## src/rtl/vote_ballot_latch.sv

```systemverilog
// -----------------------------------------------------------------------------
// vote_ballot_latch
//
// Conditioning stage in front of the voting OR stage. Each raw voter button is
// synchronised (2 flops), debounced, and turned into a one-cycle vote event on
// the debounced 0->1 edge. A three-state ballot round (IDLE -> OPEN -> CLOSED)
// locks each voter's first event of the round into ballot_o. It also keeps a
// registered yes-count and a strict-majority flag for the closed round.
//
// Ports
//   clk             single clock for the whole block
//   rst             synchronous, active-high reset
//   voter_i         raw asynchronous voter buttons, 1 = pressed
//   open_i          start a round (taken in IDLE only)
//   close_i         end the round (taken in OPEN only)
//   ack_i           result consumed, return to IDLE (taken in CLOSED only)
//   ballot_o        locked votes for this round, drives the OR stage
//   yes_count_o     popcount of ballot_o, registered alongside it
//   majority_o      yes_count_o*2 > N_VOTERS, meaningful while result_valid_o=1
//   result_valid_o  high while the round is CLOSED
//   state_o         00=IDLE 01=OPEN 10=CLOSED
//
// Latency: a raw level that is stable from clock edge t sets its ballot_o
// bit at edge t+DEBOUNCE_CYCLES+3 (2 sync flops, DEBOUNCE_CYCLES debounce
// samples, 1 edge-detect register, 1 ballot register).
// -----------------------------------------------------------------------------
module vote_ballot_latch #(
    parameter int N_VOTERS        = 8,
    parameter int DEBOUNCE_CYCLES = 4,
    parameter int CNT_W           = 4
) (
    input  logic                clk,
    input  logic                rst,
    input  logic [N_VOTERS-1:0] voter_i,
    input  logic                open_i,
    input  logic                close_i,
    input  logic                ack_i,
    output logic [N_VOTERS-1:0] ballot_o,
    output logic [CNT_W-1:0]    yes_count_o,
    output logic                majority_o,
    output logic                result_valid_o,
    output logic [1:0]          state_o
);

    // The debounce counter only has to reach DEBOUNCE_CYCLES-1; the sample
    // that would make it DEBOUNCE_CYCLES flips the level instead.
    localparam int DB_W = (DEBOUNCE_CYCLES < 2) ? 1 : $clog2(DEBOUNCE_CYCLES);
    localparam logic [DB_W-1:0] DB_LAST = DB_W'(DEBOUNCE_CYCLES - 1);

    typedef enum logic [1:0] {
        ST_IDLE   = 2'b00,
        ST_OPEN   = 2'b01,
        ST_CLOSED = 2'b10
    } state_t;

    // Zero-extended population count of a ballot vector.
    function automatic logic [CNT_W-1:0] popcount(input logic [N_VOTERS-1:0] v);
        logic [CNT_W-1:0] c;
        c = '0;
        for (int i = 0; i < N_VOTERS; i++) begin
            c = c + CNT_W'(v[i]);
        end
        return c;
    endfunction

    // Strict majority, compared one bit wider than the count so doubling
    // cannot wrap.
    function automatic logic majority(input logic [CNT_W-1:0] cnt);
        logic [CNT_W:0] twice;
        twice = {cnt, 1'b0};
        return twice > (CNT_W + 1)'(N_VOTERS);
    endfunction

    logic [N_VOTERS-1:0] sync_p0;
    logic [N_VOTERS-1:0] sync_p1;
    logic [N_VOTERS-1:0] deb_p2;
    logic [DB_W-1:0]     db_cnt_p2 [N_VOTERS];
    logic [N_VOTERS-1:0] deb_prev_p3;
    logic [N_VOTERS-1:0] vote_evt_p3;

    state_t              state_q;
    logic [N_VOTERS-1:0] ballot_nxt;
    logic [CNT_W-1:0]    count_nxt;

    // ---- stage p0/p1: two-flop synchroniser --------------------------------
    // ---- stage p2: per-voter debouncer -------------------------------------
    // ---- stage p3: registered rising-edge vote event -----------------------
    always_ff @(posedge clk) begin
        if (rst) begin
            sync_p0     <= '0;
            sync_p1     <= '0;
            deb_p2      <= '0;
            deb_prev_p3 <= '0;
            vote_evt_p3 <= '0;
            for (int k = 0; k < N_VOTERS; k++) begin
                db_cnt_p2[k] <= '0;
            end
        end else begin
            sync_p0 <= voter_i;
            sync_p1 <= sync_p0;
            for (int k = 0; k < N_VOTERS; k++) begin
                if (sync_p1[k] != deb_p2[k]) begin
                    if (db_cnt_p2[k] == DB_LAST) begin
                        deb_p2[k]    <= sync_p1[k];
                        db_cnt_p2[k] <= '0;
                    end else begin
                        db_cnt_p2[k] <= db_cnt_p2[k] + DB_W'(1);
                    end
                end else begin
                    // Any agreeing sample restarts the run of disagreements.
                    db_cnt_p2[k] <= '0;
                end
            end
            deb_prev_p3 <= deb_p2;
            vote_evt_p3 <= deb_p2 & ~deb_prev_p3;
        end
    end

    // Ballot/count as they would be after absorbing this cycle's events; a
    // vote arriving together with close_i is therefore still counted.
    always_comb begin
        ballot_nxt = ballot_o | vote_evt_p3;
        count_nxt  = popcount(ballot_nxt);
    end

    // ---- stage p4: ballot round FSM and registered results -----------------
    always_ff @(posedge clk) begin
        if (rst) begin
            state_q        <= ST_IDLE;
            ballot_o       <= '0;
            yes_count_o    <= '0;
            majority_o     <= 1'b0;
            result_valid_o <= 1'b0;
        end else begin
            case (state_q)
                ST_OPEN: begin
                    ballot_o    <= ballot_nxt;
                    yes_count_o <= count_nxt;
                    // Auto-close looks at the registered ballot, so a full
                    // ballot closes on the cycle after it appears.
                    if (close_i || (&ballot_o)) begin
                        state_q        <= ST_CLOSED;
                        result_valid_o <= 1'b1;
                        majority_o     <= majority(count_nxt);
                    end
                end
                ST_CLOSED: begin
                    if (ack_i) begin
                        state_q        <= ST_IDLE;
                        ballot_o       <= '0;
                        yes_count_o    <= '0;
                        majority_o     <= 1'b0;
                        result_valid_o <= 1'b0;
                    end
                end
                default: begin
                    // IDLE, and the unused encoding behaves as IDLE.
                    state_q        <= ST_IDLE;
                    ballot_o       <= '0;
                    yes_count_o    <= '0;
                    majority_o     <= 1'b0;
                    result_valid_o <= 1'b0;
                    if (open_i) begin
                        state_q <= ST_OPEN;
                    end
                end
            endcase
        end
    end

    assign state_o = state_q;

endmodule
```

## config.mk

```make
export PLATFORM = sky130hd
export DESIGN_NAME = vote_ballot_latch
export DESIGN_NICKNAME = d
export VERILOG_FILES = /design/src/rtl/vote_ballot_latch.sv
export SDC_FILE = /design/constraint.sdc
export NUM_CORES = 1
export LEC_CHECK = 0
export ABC_AREA = 1
export CORE_UTILIZATION = 53
export CTS_BUF_LIST = sky130_fd_sc_hd__clkbuf_4
export DETAILED_ROUTE_END_ITERATION = 6
export PLACE_DENSITY = 0.79
export SETUP_SLACK_MARGIN = 0.5
export SLEW_MARGIN = 20
export SYNTH_ARGS = -nofsm -noshare
export SYNTH_HDL_FRONTEND = slang
export SYNTH_SLANG_ARGS = --single-unit
export TNS_END_PERCENT = 20
```

## constraint.sdc

```tcl
create_clock -name clk -period 3.3 [get_ports clk]
set_input_delay 0.66 -clock clk [delete_from_list [all_inputs] [get_ports clk]]
set_output_delay 0.66 -clock clk [all_outputs]
set_load 0.05 [all_outputs]
```

# Word-level counts from Yosys, hierarchy flattened
# Memory sizes are Yosys's and may differ from the RTL's.
# Cells that the tools add are included.
[totals] ff_bits=56 latchBits=0 ram_bits=16 rom_bits=0 elab_cells=219 memories=1
[op_classes] add_sub_neg=15 mul=0 div=0 magnitude_cmp=1 eq_ne=20 n_shift=0 muxes=127 n_bitwise=27 reduce_logical=11
[memory_table] memory="db_cnt_p2" depth=8 width=2 read_ports=8 rd_clocked_by_memory_dff=0 write_ports=8 line="77" text="logic [DB_W-1:0] db_cnt_p2 [N_VOTERS];"
[ops] cell="1-bit two-way mux" n=94
[ops] cell="2-bit two-way mux" n=26
[ops] cell="1-bit bitwise OR" n=24
[ops] cell="2-bit == test, second input constant" n=9
[ops] cell="2-bit AND reduction" n=9
[ops] cell="2-bit by 1-bit adder with 2-bit output, second input constant" n=8
[ops] cell="4-bit by 1-bit adder with 4-bit output" n=4
[ops] cell="8-bit one-hot mux with 2 select lines" n=1
[ops] cell="8-bit AND" n=1
[ops] cell="8-bit two-way mux" n=1
[ops] cell="1-bit inequality test" n=8
[ops] cell="8-bit NOT" n=1
[ops] cell="8-bit bitwise OR" n=1
[ops] cell="4-bit one-hot mux with 2 select lines" n=1
[ops] cell="8-bit AND reduction" n=1
[ops] cell="5-bit by 4-bit greater-than comparator with 1-bit output, second input constant" n=1
[ops] cell="3-bit by 1-bit adder with 4-bit output" n=1
[ops] cell="4-bit two-way mux" n=1
[ops] cell="2-bit inequality test, second input constant" n=2
[ops] cell="1-bit one-hot mux with 2 select lines" n=2
[ops] cell="2-bit one-hot mux with 2 select lines" n=1
[ops] cell="2-bit by 1-bit adder with 3-bit output" n=1
[ops] cell="1-bit by 1-bit adder with 2-bit output" n=1
[ops] cell="2-bit by 1-bit == test with 1-bit output, second input constant" n=1
[ops] cell="1-bit logical OR" n=1

# Logic depth before layout (Yosys ltp)
# Gate-level depths: netlist of the first run.
[depth] depth_word=11 depth_mapped=16

# Worst setup path after synthesis of the first run
# Ideal clock, no wire load.
[synth_timing] kind="register to register" from="register ballot_o[3]" to="register majority_o" setup_ns=0.070 arrival_ns=3.433 slack_ns=-0.202 stages_incl_launch_ff=16 synth_period_minus_slack_ns=3.502 cell_sequence="dfxtp_1 nor2_1 fa_1 inv_1 fa_1 inv_1 fa_1 inv_1 ha_1 inv_1 fa_1 nand2_1 nand3_1 nand2_1 nand3_1 a21oi_1"
[synth_via] elab_chain_cells=9 elab_cells_between_ends=13 classes_between="add/sub: 5; order compare: 1; eq/ne: 1; mux: 2; bitwise: 1; reduce/logical: 3"
[synth_rtl] element="start, declared" line="38" text="output logic [N_VOTERS-1:0] ballot_o,"
[synth_rtl] element="start signal, assigned" line="137" text="ballot_o <= ballot_nxt;"
[synth_rtl] element="8-bit bitwise OR" line="122" text="ballot_nxt = ballot_o | vote_evt_p3;"
[synth_rtl] element="3-bit by 1-bit adder with 4-bit output" line="61" text="c = c + CNT_W'(v[i]);"
[synth_rtl] element="4-bit by 1-bit adder with 4-bit output (4 in a row)" line="61"
[synth_rtl] element="5-bit by 4-bit greater-than comparator with 1-bit output" line="71" text="return twice > (CNT_W + 1)'(N_VOTERS);"
[synth_rtl] element="1-bit two-way mux" line="141" text="if (close_i || (&ballot_o)) begin"
[synth_rtl] element="1-bit one-hot mux with 2 select lines" line="135" text="case (state_q)"
[synth_rtl] element="end signal, assigned" line="144" text="majority_o <= majority(count_nxt);"
[synth_rtl] element="end, declared" line="40" text="output logic majority_o,"
# Parallel ways exist; a longest one is shown, timed or not. The select of a mux whose other input is x is not followed.
# A chain may end at the register's enable or synchronous reset.

# Worst setup path in the final report of the first run
[layout_timing] from="register vote_evt_p3[1]" to="register majority_o"
[layout_via] elab_chain_cells=11
[layout_rtl] element="start, declared" line="79" text="logic [N_VOTERS-1:0] vote_evt_p3;"
[layout_rtl] element="start signal, assigned" line="115" text="vote_evt_p3 <= deb_p2 & ~deb_prev_p3;"
[layout_rtl] element="8-bit bitwise OR" line="122"
[layout_rtl] element="1-bit by 1-bit adder with 2-bit output" line="61"
[layout_rtl] element="2-bit by 1-bit adder with 3-bit output" line="61"
[layout_rtl] element="3-bit by 1-bit adder with 4-bit output" line="61"
[layout_rtl] element="4-bit by 1-bit adder with 4-bit output (4 in a row)" line="61"
[layout_rtl] element="5-bit by 4-bit greater-than comparator with 1-bit output" line="71"
[layout_rtl] element="1-bit two-way mux" line="141"
[layout_rtl] element="1-bit one-hot mux with 2 select lines" line="135"
# Every way passes these cells. The select of a mux whose other input is x is not followed.

==> results of run 1 <==
timing repair:
action / CTS / global route
buffers inserted: 1 / 0
pin swaps: 3 / 1
setup endpoints to repair: 3 / 3
resized for setup: 1 / 1
registers in the layout, summed over array words and instances, names as in the netlist:
name / count
sync_p0: 8
db_cnt_p2: 16
deb_p2: 8
state_o: 1
majority_o: 1
yes_count_o: 4
result_valid_o: 1
deb_prev_p3: 8
sync_p1: 8
vote_evt_p3: 8
ballot_o: 8
power by group:
part | total (uW) | internal, uW | switching (uW) | leakage, uW
sequential | 936 | 919 | 17.2 | 0.000617
combinational | 167 | 62.7 | 104 | 0.000745
clock | 433 | 154 | 280 | 0.0000648
total | 1540 | 1140 | 401 | 0.00143
layout make-up:
type | count | share of cell area
multi-input cells | 188 | 0.319
clock buffers | 10 | 0.0222
clock inverters | 6 | 0.00813
flip-flops and latches | 71 | 0.471
well taps | 70 | 0.0259
inverters | 58 | 0.0651
repair buffers | 31 | 0.0880
logic make-up after synthesis:
group | count (synthesis) | share of synthesized area
adders and majority gates | 17 | 0.0849
and+or+nand+nor | 104 | 0.156
buffers and inverters | 66 | 0.0941
other | 1 | 0.00131
AOI/OAI and AO/OA | 51 | 0.110
DFF | 71 | 0.553
through the flow:
stage / hold WS, ns / setup WS, ns / total power (uW) / cell area [um2]
2_1_floorplan: 0.373 / 0.127 / 1080 / 2940
3_3_place_gp: 0.377 / 0.175 / 1120 / 3270
3_5_place_dp: 0.378 / 0.0884 / 1120 / 3270
4_1_cts: 0.392 / 0.181 / 1550 / 3380
5_1_grt: 0.392 / 0.0145 / 1610 / 3380
6_report: 0.384 / 0.182 / 1540 / 3380
final timing paths:
path                                      from              to  slack, ns  depth (start not counted)
worst max register to register  vote_evt_p3[1]      majority_o       0.18                         15
worst min register to register  deb_prev_p3[1]  vote_evt_p3[1]       0.38                          1
worst min-delay path            deb_prev_p3[1]  vote_evt_p3[1]       0.38                          1
worst max-delay path            vote_evt_p3[1]      majority_o       0.18                         15
per-layer routing:
metal / up-vias / wire length, um / track usage
met3: 10 / 190 / 0.0463
met2: 36 / 2110 / 0.302
met4: 0 / 99 / 0.119
li1: 1057 / - / -
met1: 910 / 2070 / 0.193
met5: - / 0 / 0
worst max-delay path, cell delays in order, from the launching register on:
cell and delay [ns]:
dfxtp_2 0.37, nor2_4 0.04, fa_1 0.53, inv_1 0.05
fa_1 0.48, inv_1 0.05, fa_1 0.42, inv_1 0.07
ha_2 0.17, inv_2 0.04, fa_1 0.50, nand2_1 0.06
nand3_1 0.06, nand2_1 0.05, nand3_1 0.07, a21oi_1 0.06
layout by cell type (no fill, tap or decap), types with 4 or more instances in the layout:
| cell type | count |
|---|---|
| inv_1 | 53 |
| dfxtp_1 | 50 |
| nor2_1 | 47 |
| nand2_1 | 34 |
| clkdlybuf4s50_1 | 27 |
| a21oi_1 | 19 |
| edfxtp_1 | 16 |
| conb_1 | 16 |
| ha_1 | 12 |
| a21oi_2 | 10 |
| clkbuf_4 | 10 |
| nor3_1 | 8 |
| o211ai_1 | 8 |
| o21ai_0 | 7 |
| o21ai_1 | 6 |
| nand3_1 | 5 |
| inv_2 | 4 |
| fa_1 | 4 |
| clkinv_2 | 4 |
synthesized netlist by cell type (all sizes together):
master  instances
or2             3
fa              4
buf             8
o21a            1
nand2          36
edfxtp         16
nor2           52
nor3            8
inv            58
ha             13
conb            1
o21ai          13
a21oi          29
dfxtp          55
nand3           5
o211ai          8
==> flow_summary.ini, run 1 <==
[synth]
synth_cell_types = 26
synth_seq_cells = 71
yosysWarnings = 0
synth_area_mm2 = 0.00286
synth_area_leaders = dfxtp_1 39%, edfxtp_1 17%, inv_1 7.1%, nor2_1 6.4%, ha_1 5.7%
synth_cells = 310
yosysTopAreaCell = dfxtp_1
seq_area_frac_synth = 0.553
avgSynthCellArea_um2 = 9.22
synth_top_area_frac = 0.385

[detailed_routing]
firstDrtPassIters = 4
drt_iter0_drc = 83
wirelength_mm = 4.46
wl_per_cell_um = 10.3
ant_nets = 0
vias = 2013
route.detailed.drc = 0
routed_via_density = 4.64

[status]
status = finished clean

[sta]
fin_crit_ns = 3.12
hold_viol = 0
slew_headroom = 0.647
setup_violations = 0
fmax_mhz = 321
fin_tns_setup_ns = 0
rsz0062_at_grt = yes
fin_crit_sh = 0.945
drv_slew = 0
tightestPinTransition_ns = 0.528
skew_ns = 0.00719

[worst_hold_path]
min_path_type = reg2reg

[grt]
overflow = 0
grtUsageTotal = 0.177
antenna_found_initial = 0
grt_max_degree = 23
grt_pass1_vias = 1822
grt_first_pass_wirelength_mm = 7.33

[place]
hpwl_mm = 3.26
place_inst = 417
portBuffers = 28
gpl.final_weighted_congestion = 0.754

[setup_path]
cp_max_fo = 2
startpoint_type = flip-flop
endpoint_kind = flip-flop
required_ns = 3.59
path_class = reg2reg
arrival_ns = 3.40

[clock_tree]
cts-htree-levels = 3
root_buffer = clkbuf_4
cts_tree = yes
clock_sinks = 71
worstSkewPairLatency_ns = 0.39
path_clk_slew_ns = 0.10
cts_hold_buf = 0
numCtsBuffers = 9
clockBufferDepth = 2

[floorplanning]
die_area_mm2 = 0.00569
die_h_um = 75.4
fp-row-count = 26
die_w_um = 75.4
coreArea_mm2 = 0.00514
ioPinCount = 29
start_util = 0.556

[layout]
fillers = 460
multi_input_area_mm2 = 0.00108
regArea_mm2 = 0.00160
area_growth_pct = 18.4
diodes = 0
nNetsFinal = 389
fin_util = 0.658
final_cell_count_no_fill = 434
layout-drive-gt1-share = 0.135

[power_and_ir_drop]
peakVddDrop_mv = 0.246
power_density_mw_per_mm2 = 454
leakage_uw = 0.00143

[flow_run]
cap_violations = 0
Power figures use the tool's default switching activity.
==> run 2, diff against run 1 <==
--- a/config.mk
+++ b/config.mk
@@ -5,11 +5,10 @@
 export SDC_FILE = /design/constraint.sdc
 export NUM_CORES = 1
 export LEC_CHECK = 0
-export ABC_AREA = 1
-export CORE_UTILIZATION = 53
+export CORE_UTILIZATION = 52
 export CTS_BUF_LIST = sky130_fd_sc_hd__clkbuf_4
 export DETAILED_ROUTE_END_ITERATION = 6
-export PLACE_DENSITY = 0.79
+export PLACE_DENSITY = 0.78
 export SETUP_SLACK_MARGIN = 0.5
 export SLEW_MARGIN = 20
 export SYNTH_ARGS = -nofsm -noshare
==> run 2 against run 1 <==
Effect of this change: final cell count fell by 11%; sequential power fell by 2%; worst setup slack got worse by 0.18 ns; via count fell by 13%; first-iteration DRC count fell by 25%; critical endpoint unchanged; largest cell class unchanged.
==> flow_summary.ini, run 2 <==
[layout]
diodes = 0
fin_util = 0.651
area_growth_pct = 19.9
nNetsFinal = 340
final_cell_count_no_fill = 385
layout_common_cells = 51 x dfxtp_1, 33 x nor2b_1, 32 x nor2_1, 27 x clkdlybuf4s50_1, 18 x nand2_1
layout-drive-gt1-share = 0.0984
regMostFlops = db_cnt_p2
largest_reg_flops = 16
layout_commonest_cell = dfxtp_1

[grt]
antenna_found_initial = 0
grt_max_degree = 54
overflow = 0
grt_pass1_vias = 1668
grtUsageTotal = 0.166
grt_first_pass_wirelength_mm = 6.77

[status]
status = finished clean

[synth]
synth_seq_cells = 71
synth_top_area_frac = 0.394
synth_area_mm2 = 0.00279
synth_cell_types = 28
synth_top_flop_cell = dfxtp_1
avgSynthCellArea_um2 = 10.6
synth-edff-count = 16
synth_commonest_cells = 55 x dfxtp_1, 35 x nor2_1, 33 x nor2b_1, 19 x inv_1, 18 x nand2_1
synth_area_leaders = dfxtp_1 39%, edfxtp_1 17%, nor2b_1 7.4%, ha_1 5.8%, nor2_1 4.7%
yosysWarnings = 0
async_flop_share = 0
synth_cells = 263
yosysTopAreaCell = dfxtp_1
seq_area_frac_synth = 0.566
yosysMostFrequentCell = dfxtp_1

[floorplanning]
die_w_um = 75.3
start_util = 0.543
ioPinCount = 29
die_h_um = 75.3
coreArea_mm2 = 0.00514
fp-row-count = 26
die_area_mm2 = 0.00567

[setup_path]
slowest_stage = fa_1
cp_slowest_stage_delay_ns = 0.54
endpoint_kind = flip-flop
path_delay_family = adder cells
startpoint_type = flip-flop
path_class = reg2reg
cp_num_buf_inv = 4
cp_max_fo = 2
required_ns = 3.60
cp_cell_sequence = nor2_4 > fa_1 > inv_2 > fa_1 > inv_1 > fa_1 > inv_1 > ha_2 > inv_2 > fa_2 > xnor2_1 > a21boi_1 > o211a_1 > a32o_1
arrival_ns = 3.60
reg2reg_slack_ns = 0.001
cpMostUsedCell = fa_1

[sta]
setup_violations = 0
fin_crit_ns = 3.30
drv_slew = 0
fin_crit_sh = 1.00
hold_viol = 0
fmax_mhz = 303
tightestPinTransition_ns = 0.858
whs_ns = 0.376
skew_ns = 0.0182
slew_headroom = 0.428
rsz0062_at_grt = yes

[power_and_ir_drop]
p_int_uw = 1250
leakage_uw = 0.00137
power_switching_uw = 340
power_frac_seq = 0.575
power_switching_share = 0.213
peakVddDrop_mv = 0.288
power_density_mw_per_mm2 = 476
power_frac_comb = 0.054
clockPowerShare = 0.371

[detailed_routing]
ant_nets = 0
vias = 1754
route.detailed.drc = 0
wirelength_mm = 3.96
drt_iter0_drc = 62
wl_per_cell_um = 10.3
firstDrtPassIters = 4
routed_via_density = 4.56

[worst_hold_path]
min_path_type = reg2reg

[clock_tree]
path_clk_slew_ns = 0.11
cts-htree-levels = 3
numCtsBuffers = 9
worstSkewPairLatency_ns = 0.41
root_buffer = clkbuf_4
cts_tree = yes
clock_sinks = 71
clockBufferDepth = 2

[place]
hpwl_mm = 2.78
portBuffers = 28
gpl.final_weighted_congestion = 0.818
place_inst = 368

[flow_run]
cap_violations = 0
==> run 2: power by group through the flow <==
stage               combinational [uW]  sequential [uW]  clock [uW]
finish                            85.8              917         591
global route                      97.6              920         648
CTS                               86.2              918         614
detailed placement                85.9              938           0
global placement                  83.9              936           0
floorplan                         55.7              941           0
==> run 2: layer usage <==
metal | GRT usage | up-vias | share of wire
met5 | 0 | - | 0
met4 | 0.103 | 0 | 0.017
met3 | 0.0643 | 6 | 0.051
met2 | 0.264 | 31 | 0.46
met1 | 0.190 | 785 | 0.47
li1 | - | 932 | -
==> run 2: final cells by class <==
class / count / area, um2
well taps: 70 / 87.6
repair buffers: 30 / 290
flip-flops and latches: 71 / 1590
multi-input cells: 179 / 1150
clock buffers: 10 / 75.1
inverters: 19 / 71.3
clock inverters: 6 / 76.3
fillers: 441 / 1790
==> run 2: worst paths after layout <==
path	from	endpoint	cells past startpoint
worst min-delay path	deb_prev_p3[3]	vote_evt_p3[3]	1
worst max-delay path	ballot_o[3]	majority_o	14
worst max register to register	ballot_o[3]	majority_o	14
worst min register to register	deb_prev_p3[3]	vote_evt_p3[3]	1
==> run 2: metrics by stage <==
stage	power (uW)	cell area [um2]	TNS [ns]	setup WS, ns
final	1590	3350	0	0.000953
after global routing	1670	3350	-0.162	-0.162
after CTS	1620	3350	-0.00290	-0.00290
after detailed placement	1020	3190	-0.0169	-0.0169
after global placement	1020	3190	0	0.0529
after floorplan	997	2880	-0.0168	-0.0168
==> run 2: cells by family after synthesis <==
kind of cell,Yosys count,share of synthesized area
fa+ha+maj,17,0.0869
mux,9,0.0323
xor+xnor,9,0.0282
buf+inv,28,0.0470
compound gates,19,0.0417
other cells,1,0.00134
flops,71,0.566
simple gates,109,0.196
==> run 2: timing repair <==
item                                    4_1_cts  5_1_grt
pin swaps                                     1        2
endpoints found under the setup margin        3        4
setup buffers                                 1        0
hold buffers                                  0        0
gates resized for setup                       3        1
